## src/rtl/subsoc_wb_arb2.sv

```systemverilog
// Two-initiator, one-target WISHBONE classic arbiter. Round-robin grant held for a
// whole cycle; a bus-timeout watchdog returns err to the owner of a hung transfer.
module subsoc_wb_arb2 #(
  parameter int WB_AW  = 16,
  parameter int WB_DW  = 32,
  parameter int TO_W   = 8,
  parameter int TO_CYC = 255
) (
  input  logic                 wb_clk_i,
  input  logic                 wb_rst_i,
  input  logic                 m0_cyc_i,
  input  logic                 m0_stb_i,
  input  logic                 m0_we_i,
  input  logic [WB_AW-3:0]     m0_adr_i,
  input  logic [WB_DW/8-1:0]   m0_sel_i,
  input  logic [WB_DW-1:0]     m0_dat_i,
  output logic [WB_DW-1:0]     m0_dat_o,
  output logic                 m0_ack_o,
  output logic                 m0_err_o,
  input  logic                 m1_cyc_i,
  input  logic                 m1_stb_i,
  input  logic                 m1_we_i,
  input  logic [WB_AW-3:0]     m1_adr_i,
  input  logic [WB_DW/8-1:0]   m1_sel_i,
  input  logic [WB_DW-1:0]     m1_dat_i,
  output logic [WB_DW-1:0]     m1_dat_o,
  output logic                 m1_ack_o,
  output logic                 m1_err_o,
  output logic                 s_cyc_o,
  output logic                 s_stb_o,
  output logic                 s_we_o,
  output logic [WB_AW-3:0]     s_adr_o,
  output logic [WB_DW/8-1:0]   s_sel_o,
  output logic [WB_DW-1:0]     s_dat_o,
  input  logic [WB_DW-1:0]     s_dat_i,
  input  logic                 s_ack_i,
  output logic [1:0]           gnt_o,
  output logic                 to_evt_o
);

  typedef enum logic [1:0] {
    IDLE = 2'd0,
    BUS0 = 2'd1,
    BUS1 = 2'd2
  } state_t;

  localparam logic [TO_W-1:0] WD_MAX  = {TO_W{1'b1}};
  localparam logic [TO_W-1:0] WD_LAST = TO_W'(TO_CYC - 1);

  state_t          r_state;
  logic            r_last_gnt;
  logic [TO_W-1:0] r_wd;

  logic w_own0;
  logic w_own1;
  logic w_own_cyc;
  logic w_own_stb;
  logic w_other_cyc;
  logic w_to;

  // Owner-side request view and the watchdog expiry condition (ack beats timeout).
  always_comb begin
    w_own0      = (r_state == BUS0);
    w_own1      = (r_state == BUS1);
    w_own_cyc   = (w_own0 & m0_cyc_i) | (w_own1 & m1_cyc_i);
    w_own_stb   = (w_own0 & m0_stb_i) | (w_own1 & m1_stb_i);
    w_other_cyc = (w_own0 & m1_cyc_i) | (w_own1 & m0_cyc_i);
    w_to        = (TO_CYC != 0) && w_own_stb && !s_ack_i && (r_wd == WD_LAST);
  end

  // Target-side mux and response routing; nothing reaches a master without its grant.
  always_comb begin
    s_cyc_o  = 1'b0;
    s_stb_o  = 1'b0;
    s_we_o   = 1'b0;
    s_adr_o  = '0;
    s_sel_o  = '0;
    s_dat_o  = '0;
    m0_dat_o = '0;
    m1_dat_o = '0;
    m0_ack_o = 1'b0;
    m1_ack_o = 1'b0;
    m0_err_o = 1'b0;
    m1_err_o = 1'b0;
    gnt_o    = {w_own1, w_own0};
    to_evt_o = w_to;
    case (r_state)
      BUS0: begin
        s_cyc_o  = m0_cyc_i & ~w_to;
        s_stb_o  = m0_stb_i & ~w_to;
        s_we_o   = m0_we_i;
        s_adr_o  = m0_adr_i;
        s_sel_o  = m0_sel_i;
        s_dat_o  = m0_dat_i;
        m0_dat_o = s_dat_i;
        m0_ack_o = s_ack_i;
        m0_err_o = w_to;
      end
      BUS1: begin
        s_cyc_o  = m1_cyc_i & ~w_to;
        s_stb_o  = m1_stb_i & ~w_to;
        s_we_o   = m1_we_i;
        s_adr_o  = m1_adr_i;
        s_sel_o  = m1_sel_i;
        s_dat_o  = m1_dat_i;
        m1_dat_o = s_dat_i;
        m1_ack_o = s_ack_i;
        m1_err_o = w_to;
      end
      default: begin
        s_cyc_o = 1'b0;
      end
    endcase
  end

  // Arbitration FSM, round-robin history and saturating watchdog counter.
  always_ff @(posedge wb_clk_i) begin
    if (wb_rst_i) begin
      r_state    <= IDLE;
      r_last_gnt <= 1'b1;
      r_wd       <= '0;
    end else begin
      case (r_state)
        IDLE: begin
          r_wd <= '0;
          if (m0_cyc_i && m1_cyc_i) begin
            r_state <= r_last_gnt ? BUS0 : BUS1;
          end else if (m0_cyc_i) begin
            r_state <= BUS0;
          end else if (m1_cyc_i) begin
            r_state <= BUS1;
          end else begin
            r_state <= IDLE;
          end
        end
        BUS0, BUS1: begin
          if (!w_own_cyc || w_to) begin
            r_last_gnt <= w_own1;
            r_wd       <= '0;
            if (w_other_cyc) begin
              r_state <= w_own0 ? BUS1 : BUS0;
            end else begin
              r_state <= IDLE;
            end
          end else if (!w_own_stb || s_ack_i) begin
            r_wd <= '0;
          end else if (r_wd != WD_MAX) begin
            r_wd <= r_wd + {{(TO_W-1){1'b0}}, 1'b1};
          end else begin
            r_wd <= r_wd;
          end
        end
        default: begin
          r_state <= IDLE;
          r_wd    <= '0;
        end
      endcase
    end
  end

endmodule

```

## config.mk

```make
export PLATFORM = sky130hd
export DESIGN_NAME = subsoc_wb_arb2
export DESIGN_NICKNAME = d
export VERILOG_FILES = /design/src/rtl/subsoc_wb_arb2.sv
export SDC_FILE = /design/constraint.sdc
export NUM_CORES = 1
export LEC_CHECK = 0
export ABC_AREA = 1
export ABC_CLOCK_PERIOD_IN_PS = 1920
export CAP_MARGIN = 20
export CORE_AREA = 3 3 102 104
export DETAILED_ROUTE_END_ITERATION = 12
export DIE_AREA = 0 0 105 107
export PLACE_DENSITY = 0.66
export SYNTH_ARGS = -nofsm -noshare
export SYNTH_HDL_FRONTEND = slang
export SYNTH_SLANG_ARGS = --single-unit
export TNS_END_PERCENT = 100
```

## constraint.sdc

```tcl
create_clock -name wb_clk_i -period 1.92 [get_ports wb_clk_i]
set_input_delay 0.288 -clock wb_clk_i [delete_from_list [all_inputs] [get_ports wb_clk_i]]
set_output_delay 0.288 -clock wb_clk_i [all_outputs]
set_load 0.1 [all_outputs]
```

======== Word level (Yosys, flattened, before mapping) ========
Cells that the tools add are included.
word-level totals
  flip-flop bits (word level) ............. 11
  bits of input ports ..................... 141
  word-level logic and storage cells ...... 56
operators by class
  reductions and logical operators ........ 12
  mux-type cells .......................... 20
  bitwise gates (word level) .............. 15
  add/subtract/negate cells ............... 1
  equal/unequal tests ..................... 5
operators by type and width
  kind                                           number
  two-way mux 32 bit                             2
  case mux 32 bit (2 select lines)               1
  case mux 14 bit (2 select lines)               1
  two-way mux 2 bit                              7
  AND 1 bit                                      10
  adder 8 x 1 -> 8 bit, second input constant    1
  == test 8 bit, second input constant           1
  != test 8 bit, second input constant           1
  case mux 4 bit (2 select lines)                1
  case mux 1 bit (2 select lines)                3
  two-way mux 1 bit                              4
  case mux 2 bit (2 select lines)                1
  OR reduction 4 bit                             1
  logical AND 1 bit                              3
  zero test 1 bit                                3
  OR 1 bit                                       3
  == test 2 x 1 -> 1 bit, second input constant  1
  == test 2 bit, second input constant           1
  zero test 2 bit                                1
  logical OR 1 bit                               2
  != test 2 bit, second input constant           1
  inverter 1 bit                                 2
  AND reduction 2 bit                            1
  OR reduction 2 bit                             1

======== Logic depth before layout (Yosys ltp) ========
  depth in word-level cells ............... 8
  depth in mapped cells ................... 9
  depth with buffers taken out ............ 9

======== Least setup slack after synthesis ========
No wires, ideal clock.
  path type ............................... reg2out
  start point ............................. register r_state[0]
  end point ............................... output port s_cyc_o
  required time ........................... 1.632 ns
  slack ................................... -0.866 ns
  cell stages (with the launch flop) ...... 8
  buffers on the path ..................... 0
  data arrival time ....................... 2.498 ns
  cell sequence ........................... dfxtp_1 -> inv_1 -> ha_1 -> nand2_1 -> a21oi_2 -> nand2_2 -> nand2_1 -> a21oi_1
on the way
  longest elaborated chain between the ends .. 8
  elaborated cells on any way between the ends .. 11
  those cells by class .................... 2 x eq/ne; 1 x mux; 6 x bitwise; 2 x reduce/logical
RTL lines
  item                               RTL line  text
  from (decl)                        50        state_t r_state;
  from (signal assigned)             127       r_state <= r_last_gnt ? BUS0 : BUS1;
  from (signal assigned)             141       r_state <= w_own0 ? BUS1 : BUS0;
  == test 2 bit *                    64        w_own1 = (r_state == BUS1);
  named net w_own1                   55        logic w_own1;
  AND 1 bit                          66        w_own_stb = (w_own0 & m0_stb_i) | (w_own1 & m1_stb_i);
  OR 1 bit                           66
  logical AND 1 bit (2 in series)    68        w_to = (TO_CYC != 0) && w_own_stb && !s_ack_i && (r_wd == WD_LAST);
  inverter 1 bit                     89, 100
  AND 1 bit (on tied branches)       100, 89
  case mux 1 bit (2 select lines) *  87        case (r_state)
  to (decl)                          29        output logic s_cyc_o,
Mark *: on every way through the listed nets, which the timed path passes. The rest lies on a longest branch.

======== Final worst setup path ========
  start point ............................. register r_state[1]
  end point ............................... output port s_dat_o[31]
on the way
  longest elaborated chain between the ends .. 2
  elaborated cells on any way between the ends .. 3
  those cells by class .................... 2 x eq/ne; 1 x mux
RTL lines
  item                                                            RTL line  text
  == test 2 bit / == test 2 x 1 -> 1 bit (equally long branches)  87
  case mux 32 bit (2 select lines) *                              87
  to (decl)                                                       34        output logic [WB_DW-1:0] s_dat_o,
Every way passes the cells marked *; elsewhere a longest branch is shown, timed or not.

==> metrics.cfg <==
[layout]
syn_to_final_growth_pct = 290
fillCellCount = 676
fin_util = 0.731
mostFrequentLayoutCells = clkdlybuf4s50_1, buf_12, nand2_1
fin_area_sq_um = 7040
fin_nets = 739
drive_gt1_frac = 0.509
antennaDiodeCount = 0
final_common_cell = clkdlybuf4s50_1

[critical_path]
max_stage_delay_ps = 360
path_common_cell = buf_12
crit_slowest_cell = dfxtp_4
crit_arrival_ps = 1730
start_kind = flip-flop
path_cells = inv_4 -> ha_4 -> nand2_4 -> inv_8 -> buf_12 -> clkbuf_16 -> a22o_4 -> buf_12
cp_max_fo = 7
endpoint_kind = primary output
criticalPathCategory = reg -> out
cp.required_ps = 1630
r2r_slack_ps = 220

[global_routing]
grt_pass1_wl_um = 18300
grt_max_degree = 20
grt_overflow = 0
antenna_found_initial = 0
grtUsageTotal = 0.207
grt_pass1_vias = 3371

[clock_network]
cts-root-buf = clkbuf_8
hold_buffers = 0
cts_buffers = 3
clock_latency_ps = 240
cts_tree = done
clk_pin_slew_ps = 50
h-tree-depth = 1
cts.sinks = 11
clk_path_buf_depth = 2

[sta]
period_share = 1.05
hold_viol_final = 0
fmax_mhz = 495
worst_pin_slew_ps = 250
slew_viol_final = 0
fin_skew_ps = 0.966
whs_ps = 473
setup_viol = 44
max_slew_margin = 0.833
rsz0062_at_grt = true
period_minus_slack_ps = 2020
fin_ws_ps = -102

[status]
failed_checks = setup timing
outcome = finished, violations left

[yosys]
synth_simple_gate_area_frac = 0.279
synth_seq_cells = 11
synth-adder-area-share = 0.0416
syn-cell-area_sq_um = 1810
synth_fp_nets = 460
yosysWarnings = 0
synthXorXnorAreaFrac = 0.0146
synth_top_cell_by_area = a22o_1
synth_compound_area_frac = 0.306
netlist.area_leader.share = 0.247
ys_types = 23
yosys-top-cells-area = a22o_1, nand2_1, inv_1
synth_mux_area_frac = 0
seq_area_frac_synth = 0.122
synth_cells = 313
synth_top_family_by_area = compound AO/OA/AOI/OAI gates
syn_area_per_cell_sq_um = 5.77

[routing]
avgViaCountPerCell = 4.42
via_count = 3203
wirelength_um = 12600
wire_per_inst_um = 17.5
drtAntennaViolNets = 0
drt_iter0_drc = 108
drc = 0
drt-pass1-iter-count = 4

[floorplanning]
coreArea_sq_um = 9640
die_y_um = 107
dieArea_sq_um = 11200
initial_core_util = 0.187
num_io_pins = 265
num_rows = 36
die_x_um = 105

[power]
power_density_nw_per_um2 = 574
peakVddDrop_mv = 0.275
p_leak_nw = 2.80

[place]
post-dp-hpwl_um = 10600
portBuffers = 264
dpl_cell_area_sq_um = 6600
gp_congestion = 0.805
pre_cts_ws_ps = -41.6

[run]
cap_violations = 0

[worst_hold_path]
min_path_type = reg -> reg

critical path, delay by kind of cell, from the launching register on:
kind	cells	cell delay, ps
AOI/OAI and AO/OA	1	230
and+or+nand+nor	1	90
adders and majority gates	1	260
DFF	1	360
buffers and inverters	5	550
kinds of logic (layout without fill, tap and decap cells):
group | after synthesis | count (layout)
XOR/XNOR | 3 | 3
AO/OA/AOI/OAI | 70 | 70
adder cells (fa/ha/maj) | 6 | 6
AND/OR/NAND/NOR | 117 | 117
flip-flops | 11 | 11
buffers and inverters | 106 | 384
synth_stat cells:
cell type and instances:
nor2_1 5, or2_1 3, inv_2 2, nand2_1 92, xnor2_1 1, a21oi_1 13
inv_1 83, nand2_2 2, dfxtp_1 11, clkbuf_1 6, a21oi_2 3, or2_2 1
xor2_1 2, nor2_2 3, nand4_4 1, nand3_1 6, buf_4 4, o21ai_0 3
nand3_2 2, a22o_1 51, buf_2 11, ha_1 6, nand4_1 2
flip-flops by register name, indices dropped and copies added (netlist names):
name        cells
r_last_gnt      1
r_state         2
r_wd            8
per-layer routing:
metal,share of wire,vias up,global-route usage
met5,0,-,0
met4,0.026,0,0.0637
met3,0.073,20,0.0439
met2,0.54,192,0.396
met1,0.36,1447,0.227
li1,-,1544,-
timing repair:
| item | CTS | global route |
|---|---|---|
| buffers inserted | 5 | 7 |
| gates cloned | 4 | 3 |
| endpoints found under the setup margin | 67 | 75 |
| gates resized for setup | 31 | 10 |
| endpoints found under the hold margin | 0 | 0 |
| pin swaps | 2 | 9 |
report_power, final:
group          total [W]  switching (W)  internal, W  leakage (nW)
clock network   0.000233      0.0000871     0.000146        0.0228
registers       0.000254      0.0000123     0.000242        0.0910
logic            0.00355        0.00217      0.00139          2.69
total            0.00404        0.00226      0.00178          2.80
metrics by stage:
stage               setup TNS, ps  total power, W  cells
floorplan                    -557         0.00228    313
global placement                0         0.00363    703
detailed placement           -136         0.00366    703
CTS                         -2160         0.00402    716
global route                -4450         0.00416    724
finish                      -2500         0.00404    724
cell type report:
cell class                 count  area (sq um)  area share
inverter                      85           567      0.0805
timing repair buffer         295          4320       0.613
clock buffer                   4          45.0     0.00640
tap                          133           166      0.0236
multi-input combinational    196          1720       0.244
sequential                    11           229      0.0325
final timing paths:
kind / startpoint / endpoint / cells after the start
max: r_state[1] / s_dat_o[31] / 8
min: r_last_gnt / r_last_gnt / 2
max reg2reg: r_state[1] / r_state[0] / 11
min reg2reg: r_last_gnt / r_last_gnt / 2
(Power assumes the default switching activity.)
